## src/rtl/poly_eval_pkg.sv

```systemverilog
// Shared types and default constants for the polynomial evaluation sequencer.
// Holds the FSM state enum and the default parameter values.
package poly_eval_pkg;

   localparam int DEF_DATA_WIDTH = 32;
   localparam int DEF_N_COEFF    = 26;
   localparam int DEF_START_IDX  = 16;
   localparam int DEF_CLR_CYCLES = 2;
   localparam int DEF_TIMEOUT    = 255;

   typedef enum logic [3:0] {
      S_IDLE,
      S_CLEAR,
      S_FETCH,
      S_LATCH,
      S_MUL_REQ,
      S_MUL_WAIT,
      S_ADD_REQ,
      S_ADD_WAIT,
      S_STORE,
      S_CAPTURE,
      S_OUT,
      S_ABORT
   } poly_state_e;

endpackage

```

## src/rtl/poly_eval_watchdog.sv

```systemverilog
// Done-wait watchdog: loadable down-counter, expires on its last count.
// Ports: clk_i, rst_i, clr_i (zero), load_i (load TIMEOUT), en_i (count), expire_o.
module poly_eval_watchdog
   import poly_eval_pkg::*;
#(
   parameter int TIMEOUT = DEF_TIMEOUT
) (
   input  logic clk_i,
   input  logic rst_i,
   input  logic clr_i,
   input  logic load_i,
   input  logic en_i,
   output logic expire_o
);

   localparam int CW = $clog2(TIMEOUT + 1);

   logic [CW-1:0] cnt_q, cnt_d;

   always_comb begin
      cnt_d = cnt_q;
      if (clr_i)
         cnt_d = '0;
      else if (load_i)
         cnt_d = CW'(TIMEOUT);
      else if (en_i && cnt_q != '0)
         cnt_d = cnt_q - CW'(1);
   end

   always_ff @(posedge clk_i) begin
      if (rst_i)
         cnt_q <= '0;
      else
         cnt_q <= cnt_d;
   end

   // Loaded with TIMEOUT the cycle before the wait, so a count of 1
   // marks the TIMEOUT-th wait cycle.
   assign expire_o = en_i && (cnt_q == CW'(1));

endmodule

```

## src/rtl/poly_eval_ctrl.sv

```systemverilog
// Horner polynomial sequencer for a multiply/accumulate datapath.
// Ports: start/x request, coeff ROM addr/data, dp_* datapath control, res_* output
// handshake, err_o watchdog flag; cycles_o exists only with POLY_EVAL_PERF_CNT_EN.
module poly_eval_ctrl
   import poly_eval_pkg::*;
#(
   parameter int DATA_WIDTH = DEF_DATA_WIDTH,
   parameter int N_COEFF    = DEF_N_COEFF,
   parameter int START_IDX  = DEF_START_IDX,
   parameter int ADDR_W     = $clog2(N_COEFF),
   parameter int CLR_CYCLES = DEF_CLR_CYCLES,
   parameter int TIMEOUT    = DEF_TIMEOUT
) (
   input  logic                  clk_i,
   input  logic                  rst_i,
   input  logic                  start_i,
   input  logic [DATA_WIDTH-1:0] x_i,
   output logic                  ready_o,
   output logic                  busy_o,
   output logic [ADDR_W-1:0]     coeff_addr_o,
   input  logic [DATA_WIDTH-1:0] coeff_i,
   output logic                  dp_rstn_o,
   output logic [DATA_WIDTH-1:0] dp_signal_o,
   output logic [DATA_WIDTH-1:0] dp_coeff_o,
   output logic                  dp_mul_valid_o,
   output logic                  dp_add_valid_o,
   output logic                  dp_load_result_o,
   input  logic                  dp_mul_done_i,
   input  logic                  dp_add_done_i,
   input  logic [DATA_WIDTH-1:0] dp_result_i,
   output logic                  res_valid_o,
   input  logic                  res_ready_i,
   output logic [DATA_WIDTH-1:0] res_data_o,
   output logic                  err_o
`ifdef POLY_EVAL_PERF_CNT_EN
   ,
   output logic [15:0]           cycles_o
`endif
);

   localparam int CLR_W = (CLR_CYCLES > 1) ? $clog2(CLR_CYCLES) : 1;
   localparam logic [ADDR_W-1:0] FIRST_IDX = ADDR_W'(START_IDX);
   localparam logic [ADDR_W-1:0] LAST_IDX  = ADDR_W'(N_COEFF - 1);
   localparam logic [CLR_W-1:0]  CLR_LAST  = CLR_W'(CLR_CYCLES - 1);

   poly_state_e           state_q, state_d;
   logic [ADDR_W-1:0]     idx_q, idx_d;
   logic [ADDR_W-1:0]     addr_q, addr_d;
   logic [CLR_W-1:0]      clr_cnt_q, clr_cnt_d;
   logic [DATA_WIDTH-1:0] sig_q, sig_d;
   logic [DATA_WIDTH-1:0] coeff_q, coeff_d;
   logic [DATA_WIDTH-1:0] res_q, res_d;
   logic                  err_q, err_d;
   logic                  wd_expire;
`ifdef POLY_EVAL_PERF_CNT_EN
   logic [15:0]           cyc_q, cyc_d;
`endif

   poly_eval_watchdog #(
      .TIMEOUT (TIMEOUT)
   ) u_wd (
      .clk_i    (clk_i),
      .rst_i    (rst_i),
      .clr_i    (state_q == S_IDLE),
      .load_i   (state_q == S_MUL_REQ || state_q == S_ADD_REQ),
      .en_i     ((state_q == S_MUL_WAIT && !dp_mul_done_i) ||
                 (state_q == S_ADD_WAIT && !dp_add_done_i)),
      .expire_o (wd_expire)
   );

   always_comb begin
      state_d   = state_q;
      idx_d     = idx_q;
      addr_d    = addr_q;
      clr_cnt_d = clr_cnt_q;
      sig_d     = sig_q;
      coeff_d   = coeff_q;
      res_d     = res_q;
      err_d     = err_q;
`ifdef POLY_EVAL_PERF_CNT_EN
      cyc_d = cyc_q;
      if (state_q != S_IDLE && state_q != S_OUT && cyc_q != 16'hFFFF)
         cyc_d = cyc_q + 16'd1;
`endif
      unique case (state_q)
         S_IDLE: begin
            if (start_i) begin
               sig_d     = x_i;
               idx_d     = FIRST_IDX;
               err_d     = 1'b0;
               clr_cnt_d = '0;
               state_d   = S_CLEAR;
`ifdef POLY_EVAL_PERF_CNT_EN
               cyc_d = 16'd1;
`endif
            end
         end
         S_CLEAR, S_ABORT: begin
            if (clr_cnt_q == CLR_LAST) begin
               if (state_q == S_CLEAR) begin
                  addr_d  = idx_q;
                  state_d = S_FETCH;
               end else begin
                  state_d = S_IDLE;
               end
            end else begin
               clr_cnt_d = clr_cnt_q + CLR_W'(1);
            end
         end
         S_FETCH:   state_d = S_LATCH;
         S_LATCH: begin
            coeff_d = coeff_i;
            state_d = S_MUL_REQ;
         end
         S_MUL_REQ: state_d = S_MUL_WAIT;
         S_MUL_WAIT: begin
            if (dp_mul_done_i) begin
               state_d = S_ADD_REQ;
            end else if (wd_expire) begin
               err_d     = 1'b1;
               clr_cnt_d = '0;
               state_d   = S_ABORT;
            end
         end
         S_ADD_REQ: state_d = S_ADD_WAIT;
         S_ADD_WAIT: begin
            if (dp_add_done_i) begin
               if (idx_q == LAST_IDX) begin
                  state_d = S_STORE;
               end else begin
                  // address is presented on FETCH entry so ROM data lands in LATCH
                  idx_d   = idx_q + ADDR_W'(1);
                  addr_d  = idx_q + ADDR_W'(1);
                  state_d = S_FETCH;
               end
            end else if (wd_expire) begin
               err_d     = 1'b1;
               clr_cnt_d = '0;
               state_d   = S_ABORT;
            end
         end
         S_STORE:   state_d = S_CAPTURE;
         S_CAPTURE: begin
            res_d   = dp_result_i;
            state_d = S_OUT;
         end
         S_OUT: begin
            if (res_ready_i)
               state_d = S_IDLE;
         end
         default:   state_d = S_IDLE;
      endcase
   end

   always_ff @(posedge clk_i) begin
      if (rst_i) begin
         state_q   <= S_IDLE;
         idx_q     <= '0;
         addr_q    <= '0;
         clr_cnt_q <= '0;
         sig_q     <= '0;
         coeff_q   <= '0;
         res_q     <= '0;
         err_q     <= 1'b0;
`ifdef POLY_EVAL_PERF_CNT_EN
         cyc_q     <= '0;
`endif
      end else begin
         state_q   <= state_d;
         idx_q     <= idx_d;
         addr_q    <= addr_d;
         clr_cnt_q <= clr_cnt_d;
         sig_q     <= sig_d;
         coeff_q   <= coeff_d;
         res_q     <= res_d;
         err_q     <= err_d;
`ifdef POLY_EVAL_PERF_CNT_EN
         cyc_q     <= cyc_d;
`endif
      end
   end

   assign ready_o          = (state_q == S_IDLE);
   assign busy_o           = (state_q != S_IDLE);
   assign dp_rstn_o        = !(state_q == S_CLEAR || state_q == S_ABORT);
   assign dp_mul_valid_o   = (state_q == S_MUL_REQ);
   assign dp_add_valid_o   = (state_q == S_ADD_REQ);
   assign dp_load_result_o = (state_q == S_STORE);
   assign res_valid_o      = (state_q == S_OUT);
   assign coeff_addr_o     = addr_q;
   assign dp_signal_o      = sig_q;
   assign dp_coeff_o       = coeff_q;
   assign res_data_o       = res_q;
   assign err_o            = err_q;
`ifdef POLY_EVAL_PERF_CNT_EN
   assign cycles_o         = cyc_q;
`endif

endmodule

```

## config.mk

```make
export PLATFORM = sky130hd
export DESIGN_NAME = poly_eval_ctrl
export DESIGN_NICKNAME = d
export VERILOG_FILES = /design/src/rtl/poly_eval_pkg.sv /design/src/rtl/poly_eval_watchdog.sv /design/src/rtl/poly_eval_ctrl.sv
export SDC_FILE = /design/constraint.sdc
export NUM_CORES = 1
export LEC_CHECK = 0
export CORE_ASPECT_RATIO = 1.75
export CORE_MARGIN = 4
export CORE_UTILIZATION = 40
export DETAILED_ROUTE_END_ITERATION = 10
export HOLD_SLACK_MARGIN = 0.06
export PLACE_DENSITY = 0.76
export SLEW_MARGIN = 0
export SYNTH_ARGS = -nofsm -noshare
export SYNTH_HDL_FRONTEND = slang
export SYNTH_HIERARCHICAL = 1
export SYNTH_SLANG_ARGS = --single-unit
```

## constraint.sdc

```tcl
create_clock -name clk_i -period 5.8 [get_ports clk_i]
set_clock_uncertainty 0.15 [all_clocks]
set_input_delay 1.16 -clock clk_i [delete_from_list [all_inputs] [get_ports clk_i]]
set_output_delay 1.16 -clock clk_i [all_outputs]
set_load 0.005 [all_outputs]
```

Word-level counts from Yosys, hierarchy flattened
Index checks and enable logic that the tools add are counted.
{"block": "totals", "word_cells": 87, "ff_bits": 120, "out_inout_bits": 109, "inputBits": 102}
{"block": "op_classes", "reduce_logical": 26, "mux": 28, "n_addsub": 3, "eq_ne": 21}
{"cell": "case mux 4 bit (11 select lines)", "count": 1}
{"cell": "two-way mux 4 bit", "count": 7}
{"cell": "two-way mux 5 bit", "count": 5}
{"cell": "case mux 5 bit (2 select lines)", "count": 2}
{"cell": "== test 4 x 3 -> 1 bit (second input constant)", "count": 4}
{"cell": "== test 4 bit (second input constant)", "count": 4}
{"cell": "two-way mux 8 bit", "count": 2}
{"cell": "inequality test 2 bit (second input constant)", "count": 7}
{"cell": "AND reduction 4 bit", "count": 3}
{"cell": "== test 4 x 2 -> 1 bit (second input constant)", "count": 2}
{"cell": "== test 8 x 1 -> 1 bit (second input constant)", "count": 1}
{"cell": "two-way mux 1 bit", "count": 8}
{"cell": "nonzero test 4 bit", "count": 2}
{"cell": "nonzero test 8 bit", "count": 1}
{"cell": "subtractor 8 x 1 -> 8 bit (second input constant)", "count": 1}
{"cell": "nonzero test 2 bit", "count": 3}
{"cell": "adder 5 x 1 -> 5 bit (second input constant)", "count": 1}
{"cell": "== test 5 bit (second input constant)", "count": 1}
{"cell": "AND reduction 5 bit", "count": 1}
{"cell": "== test 4 x 1 -> 1 bit (second input constant)", "count": 1}
{"cell": "logical AND 1 bit", "count": 4}
{"cell": "zero test 4 bit", "count": 1}
{"cell": "case mux 1 bit (4 select lines)", "count": 1}
{"cell": "OR reduction 2 bit", "count": 2}
{"cell": "9 further kinds", "count": 13}

Longest topological paths before layout
Gate-level depths: netlist of the first run.
{"block": "logic_depth", "ltp_word": 7, "mapped_depth": 10, "mapped_depth_nobuf": 9}

Modules after synthesis
Netlist of the first run, hierarchy kept.
{"module": "poly_eval_ctrl", "area_per_inst_um2": 4448.0, "instances": 1, "cells_each": 559}
{"module": "poly_eval_watchdog", "area_per_inst_um2": 470.5, "instances": 1, "cells_each": 52}

Worst setup path before layout of the first run
Ideal clock, no wire load.
{"block": "synth_timing", "path_type": "input port to flip-flop", "from": "input port dp_mul_done_i", "to": "register clr_cnt_q", "n_path_buf": 0, "t_required_ps": 5518, "setup_slack_ps": 2940, "stages": 9, "t_arrival_ps": 2578, "path_cell_list": "nand2b_1 > nand3_1 > nor2_1 > nand2_1 > nor4_1 > nand2_1 > a221o_1 > o21ai_0 > a21oi_1"}
{"block": "synth_via", "elab_chain_len": 7}
{"item": "start, declared", "line_no": "poly_eval_ctrl.sv:28", "text": "input logic dp_mul_done_i,"}
{"item": "zero test 1 bit (*)", "line_no": "poly_eval_ctrl.sv:66", "text": ".en_i ((state_q == S_MUL_WAIT && !dp_mul_done_i) ||"}
{"item": "logical AND 1 bit (*)", "line_no": "poly_eval_ctrl.sv:66"}
{"item": "logical OR 1 bit (*)", "line_no": "poly_eval_ctrl.sv:66"}
{"item": "logical AND 1 bit (*)", "line_no": "poly_eval_watchdog.sv:39", "text": "assign expire_o = en_i && (cnt_q == CW'(1));"}
{"item": "via wd_expire", "line_no": "poly_eval_ctrl.sv:54", "text": "logic wd_expire;"}
{"item": "two-way mux 1 bit (*)"}
{"item": "two-way mux 1 bit (on tied branches)"}
{"item": "case mux 1 bit (4 select lines) (*)"}
{"item": "end signal, assigned", "line_no": "poly_eval_ctrl.sv:172", "text": "clr_cnt_q <= clr_cnt_d;"}
{"item": "end, declared", "line_no": "poly_eval_ctrl.sv:49", "text": "logic [CLR_W-1:0] clr_cnt_q, clr_cnt_d;"}
Mark *: on every way through the listed nets, which the timed path passes. The rest lies on a longest branch. The select of a mux whose other input is x is not followed.
A chain may end at the register's enable or synchronous reset.

Worst setup path in the final report of the first run
{"block": "layout_timing", "from": "input port dp_add_done_i", "to": "register state_q[3]"}
{"block": "layout_via", "elab_chain_len": 7}
{"item": "start, declared", "line_no": "poly_eval_ctrl.sv:29", "text": "input logic dp_add_done_i,"}
{"item": "zero test 1 bit (*)", "line_no": "poly_eval_ctrl.sv:67", "text": "(state_q == S_ADD_WAIT && !dp_add_done_i)),"}
{"item": "logical AND 1 bit (*)", "line_no": "poly_eval_ctrl.sv:67"}
{"item": "logical OR 1 bit (*)", "line_no": "poly_eval_ctrl.sv:66"}
{"item": "logical AND 1 bit (*)", "line_no": "poly_eval_watchdog.sv:39"}
{"item": "via wd_expire", "line_no": "poly_eval_ctrl.sv:54"}
{"item": "two-way mux 4 bit (*)"}
{"item": "two-way mux 4 bit (on tied branches)"}
{"item": "case mux 4 bit (11 select lines) (*)", "line_no": "poly_eval_ctrl.sv:85", "text": "unique case (state_q)"}
{"item": "end signal, assigned", "line_no": "poly_eval_ctrl.sv:169", "text": "state_q <= state_d;"}
{"item": "end, declared", "line_no": "poly_eval_ctrl.sv:46", "text": "poly_state_e state_q, state_d;"}
Mark *: on every way through the listed nets, which the timed path passes. The rest lies on a longest branch.

==> flow_summary.ini, run 1 <==
[critical_path]
required_ns = 5.95
cp-start-kind = input port
worst-path-max-fanout = 9
cpPeakStageDelay_ns = 0.62
cp.arrival_ns = 3.81
crit_path_end_kind = flop
path_common_cell = nand2_1
slowest_stage = nor4_1
crit_type = input port to flop
cp_cell_sequence = clkdlybuf4s50_1 > nand2_1 > nand3_1 > nor2_1 > nand2_1 > nor4_1 > nand2_1 > or3_1 > a41oi_1

[pwr]
p_per_area_nw_per_um2 = 350.3
p_total_mw = 2.672
ir_drop_uv = 207.5
leakagePower_nw = 2.647

[floorplanning]
core_sq_um = 12000
io_pins = 211
die_w_um = 91.83
start_util_pct = 40.98
fp.dieH_um = 154.7
fp.dieArea_sq_um = 14200
num_rows = 53

[yosys]
yosys.area_share.simple_pct = 24.68
synthAdderAreaFrac_pct = 1.526
synth-xor-area-share_pct = 1.425
synth_top_family_by_area = simple AND/OR/NAND/NOR gates
synth-edff-count = 0
async_flop_share_pct = 0
synth.area.mux_share_pct = 0.2035
syn-num-nets = 719
syn_inst = 611
syn-cell-area_sq_um = 4918
syn_area_per_cell_sq_um = 8.050
ys_warn_count = 6
yosysSeqAreaShare_pct = 48.84
synth_top_flop_cell = dfxtp_1
yosys.cell_types.count = 64
ys_ff_latch = 120
synth_compound_area_share_pct = 17.86

[clock_network]
clock_path_buffers = 2
cts_tree = done
clock_latency_ns = 0.40
root_buffer = clkbuf_16
clk_pin_slew_ns = 0.05
cts-buffers-inserted = 17
post-cts-setup-buffers = 0
cts_max_level = 4
cts_resized = 0
postCtsHoldBufs = 0
cts_num_sinks = 120

[layout]
area_delta_synth_final_pct = 55.08
fin_cells = 978
fin_util_pct = 63.55
design_area_sq_um = 7627
diodes = 0
layout.nets = 908
layout-drive-gt1-share_pct = 5.904

[routing]
routed_wl_um = 14710
drt_iter0_drc = 217
drc_errors = 0
wl_per_cell_um = 15.04
ant_nets = 0
first_pass_iters = 4
vias = 4925
via_per_inst = 5.036

[global_route]
grt_overflow_total = 0
grt_pass1_vias = 4838
grt_usage_pct = 19.97
grt_max_degree = 103
antenna_found_initial = 0
grt_pass1_wl_um = 23250

[placed_design]
io_buffers = 210
dp_slack_ns = 1.846
gp_congestion = 0.8780
dp_cells = 946
hpwl_um = 10600
dpl_cell_area_sq_um = 7014

[timing]
final-hold-violation-count = 0
rsz0062_at_grt = no
fmax_mhz = 272.8
worst_slack_ns = 2.134
fin_crit_sh_pct = 63.21
maxSlewHeadroom_pct = 20.20
tightest_slew_ns = 1.194
hold_slack_ns = 0.3009
finalMaxSlewViolations = 0
setup_viol = 0
finalSetupTns_ns = 0
period_needed_ns = 3.666

[run]
maxCapViolCount = 0

[min_path]
hold_class = flop to flop

[outcome]
status = finished, final reports clean
==> logic make-up after synthesis <==
group,count (synthesis)
AND/OR/NAND/NOR,271
AO/OA/AOI/OAI,151
flip-flops,120
buffers and inverters,54
XOR/XNOR,8
adder cells (fa/ha/maj),6
multiplexers,1
==> state kept, by name, indices dropped and copies added, names as in the netlist, 4 cells and up <==
signal	cells
dp_coeff_o	32
idx_q	5
coeff_addr_o	5
dp_signal_o	32
state_q	4
u_wd/cnt_q	8
res_data_o	32
==> metal layers <==
layer	GRT usage (%)	vias to the layer above	share of wire, %
met5	0	-	0
met4	10.06	0	3.6
met3	5.061	42	5.8
met2	37.22	199	55
met1	20.18	2247	35
li1	-	2437	-
==> final timing paths <==
check                           depth (start not counted)  slack (ns)                        start                          end
worst max-delay path                                    9        2.13                dp_add_done_i      state_q[3]$_SDFFE_PP0P_
worst min-delay path                                    2        0.30  dp_coeff_o[11]$_SDFFE_PP0P_  dp_coeff_o[11]$_SDFFE_PP0P_
worst max register to register                          7        2.55      state_q[0]$_SDFFE_PP0P_      state_q[3]$_SDFFE_PP0P_
worst min register to register                          2        0.30  dp_coeff_o[11]$_SDFFE_PP0P_  dp_coeff_o[11]$_SDFFE_PP0P_
==> synthesized netlist by cell type, drive strengths merged (2+ instances only) <==
library cell | number | area, sq um
nor4b | 2 | 17.52
a32oi | 2 | 17.52
xor2 | 3 | 26.28
o41ai | 2 | 17.52
and2 | 4 | 25.02
nor3 | 11 | 71.32
nor4 | 2 | 12.51
o21bai | 2 | 15.01
a211oi | 3 | 27.52
o211ai | 3 | 22.52
and3 | 5 | 36.28
a22oi | 2 | 20.02
dfxtp | 120 | 2402
nor2b | 6 | 37.54
buf | 23 | 150.2
nand2b | 3 | 18.77
clkbuf | 18 | 67.56
a21oi | 108 | 540.5
ha | 6 | 75.07
nand2 | 203 | 764.5
o21ai | 10 | 50.05
nor2 | 12 | 47.55
a311oi | 3 | 26.28
and4 | 3 | 26.28
inv | 13 | 51.30
xnor2 | 5 | 43.79
a41oi | 2 | 17.52
nand4b | 2 | 32.53
or3 | 4 | 25.02
nand3 | 8 | 40.04
==> placed cells by master (no fill, tap or decap), types with 2 or more instances in the layout <==
cell             netlist  routed
clkdlybuf4s50_1        0     209
nand2_1              202     202
dfxtp_1              120     120
a21oi_1              108     108
clkbuf_16              0      17
inv_1                 11      11
nor2_1                11      11
o21ai_0               10      10
nor3_1                 9       9
nand3_1                8       8
nor2b_1                6       6
ha_1                   6       6
clkinvlp_4             0       6
xnor2_1                5       5
and3_1                 4       4
and2_1                 4       4
or3_1                  4       4
xor2_1                 3       3
nand2b_1               3       3
o211ai_1               3       3
bufinv_16              0       3
a311oi_1               3       3
and4_1                 3       3
a32oi_1                2       2
a41oi_1                2       2
a211oi_1               2       2
o41ai_1                2       2
o21bai_1               2       2
nor4b_1                2       2
clkinv_4               0       2
inv_6                  0       2
buf_4                  5       2
nor4_1                 2       2
==> worst max-delay path: cells and delay by family <==
family | cells | cell delay (ns)
AOI/OAI and AO/OA | 1 | 0.26
buffers and inverters | 1 | 0.56
and+or+nand+nor | 7 | 1.84
==> where the power goes <==
part	internal (mW)	total, mW	switching, mW	leakage, nW
registers	0.905	0.989	0.0844	0.972
clock network	0.691	1.07	0.381	0.278
logic	0.310	0.611	0.301	1.40
total	1.91	2.67	0.767	2.65
==> layout make-up <==
cell class | count | area [sq um]
well taps | 165 | 206.4
fillers | 1046 | 4375
clock buffers | 19 | 442.9
flip-flops and latches | 120 | 2402
multi-input cells | 437 | 2247
inverters | 13 | 51.30
repair buffers | 211 | 2107
clock inverters | 13 | 170.2
Note: power is estimated with default switching activity, not from simulation.
==> run 2: changes to the inputs <==
CORE_UTILIZATION = 38   (was 40)
clock period = 3.12 ns   (was 5.8 ns; I/O delays follow)
==> run 2 against run 1 <==
Design area grew 1.0%. Setup slack lost 1.9 ns. Sequential power grew 81%. Final cell count grew 1.6%. Global-route usage shrank 0.29 points. Die area grew 4.9%. First-iteration DRC count shrank 42%. Largest power group unchanged. Routed wire length grew 3.8%. Utilization shrank 2.2 points. Critical path depth shrank 6. Sequential share of layout area shrank 0.32 points.
==> flow_summary.ini, run 2 (synthesis gave the netlist of run 1 again) <==
[outcome]
status = finished, final reports clean

[clock_network]
cts-buffers-inserted = 17
postCtsHoldBufs = 0
clock_path_buffers = 2
cts_resized = 0
post-cts-setup-buffers = 0
clock_latency_ns = 0.40
root_buffer = clkbuf_16
clk_pin_slew_ns = 0.05
cts_max_level = 4
cts_num_sinks = 120
cts_tree = done

[timing]
fmax_mhz = 342.1
worst_slack_ns = 0.1971
tightest_slew_ns = 1.132
setup_viol = 0
rsz0062_at_grt = no
period_needed_ns = 2.923
final-hold-violation-count = 0
maxSlewHeadroom_pct = 24.57
fin_crit_sh_pct = 93.68
finalSetupTns_ns = 0
finalMaxSlewViolations = 0

[layout]
layout-drive-gt1-share_pct = 7.385
layout.nets = 921
diodes = 0
final_common_cell = clkdlybuf4s50_1
layout_common_cells = clkdlybuf4s50_1, nand2_1, dfxtp_1
seqCellArea_sq_um = 2402
n_fill_cell = 1134
area_delta_synth_final_pct = 56.65
multiInputGateArea_sq_um = 2247

[placed_design]
gp_congestion = 0.9162
dp_slack_ns = 0.3358
hpwl_um = 11520
io_buffers = 210

[pwr]
ir_drop_uv = 423.0
leakagePower_nw = 2.706
p_total_mw = 4.929
p_per_area_nw_per_um2 = 639.7

[routing]
routed_wl_um = 15270
drc_errors = 0
ant_nets = 0
via_per_inst = 5.072
first_pass_iters = 4
wl_per_cell_um = 15.36
drt_iter0_drc = 126
vias = 5042

[global_route]
grt_pass1_vias = 4864
antenna_found_initial = 0
grt_use_met3_pct = 4.681
met1_usage_pct = 19.60
grt.busiest_layer = met2
grt_overflow_total = 0
grt_pass1_wl_um = 23420
use_met2_pct = 37.85
grt_usage_pct = 19.68
grt_max_degree = 63

[floorplanning]
die_w_um = 94
fp.dieArea_sq_um = 14900
io_pins = 211
fp.dieH_um = 158.5
start_util_pct = 39.14
num_rows = 54
core_sq_um = 12570

[critical_path]
critPathTopFamily = flip-flops
required_ns = 2.35
cpPeakStageDelay_ns = 0.64
critPathBufInv = 1
crit_type = flop to primary output
crit_path_end_kind = primary output
slowest_stage = dfxtp_1
cp.arrival_ns = 2.15
cp_cell_sequence = and3_1 > nor2b_1 > clkdlybuf4s50_1
worst-path-max-fanout = 14
cp-start-kind = flop

[run]
maxCapViolCount = 0

[min_path]
hold_class = flop to flop
==> run 2: changes by cell type in the layout (fill, tap and decap cells not counted) <==
cell and change:
clkinv_2 +1, buf_4 +13, clkinv_4 +1, bufinv_16 -1, clkinvlp_4 -1
==> run 2: power by group <==
part	total (mW)	leakage (nW)	switching, mW	internal [mW]
Combinational	1.24	1.46	0.621	0.616
Sequential	1.79	0.972	0.109	1.68
Clock	1.90	0.272	0.699	1.20
==> run 2: tightest hold or removal path: stages, from the launching register on <==
cell     delay (ns)
dfxtp_1        0.30
nand2_1        0.05
a21oi_1        0.05
==> run 2: layer usage <==
layer / share of wire (%) / vias to the layer above / wire, um
met5: 0 / - / 0
met4: 3.3 / 0 / 503
met3: 4.3 / 30 / 655
met2: 57 / 155 / 8697
met1: 35 / 2386 / 5410
li1: - / 2471 / -
==> run 2: metrics by stage <==
stage / util [%] / cells / area (sq um) / hold slack [ns]
final: 61.31 / 994 / 7705 / 0.3005
after global routing: 61.31 / 994 / 7705 / 0.3221
after CTS: 61.31 / 994 / 7705 / 0.3032
after detailed placement: 56.62 / 962 / 7116 / 0.2955
after global placement: 56.62 / 962 / 7116 / 0.2904
after floorplan: - / 611 / 4918 / 0.3027
==> run 2: path summary, 6_finish.rpt <==
path / start / endpoint / slack (ns) / cells past startpoint
setup / recovery: state_q[2]$_SDFFE_PP0P_ / dp_mul_valid_o / 0.20 / 3
hold / removal: dp_signal_o[1]$_SDFFE_PP0P_ / dp_signal_o[1]$_SDFFE_PP0P_ / 0.30 / 2
setup reg to reg: state_q[2]$_SDFFE_PP0P_ / clr_cnt_q$_SDFFE_PP0P_ / 0.67 / 9
hold reg to reg: dp_signal_o[1]$_SDFFE_PP0P_ / dp_signal_o[1]$_SDFFE_PP0P_ / 0.30 / 2
==> run 2: final cells by class <==
cell class | count | share of cell area, %
Sequential cell | 120 | 31.18
Multi-Input combinational cell | 437 | 29.17
Timing Repair Buffer | 224 | 28.61
Clock buffer | 19 | 5.749
Tap cell | 168 | 2.728
Clock inverter | 13 | 1.900
Inverter | 13 | 0.6658
==> run 3: changes to the inputs <==
SLEW_MARGIN = default   (was 0)
==> results of run 3 <==
No change in the layout: final DEF, timing and power equal those of run 2.
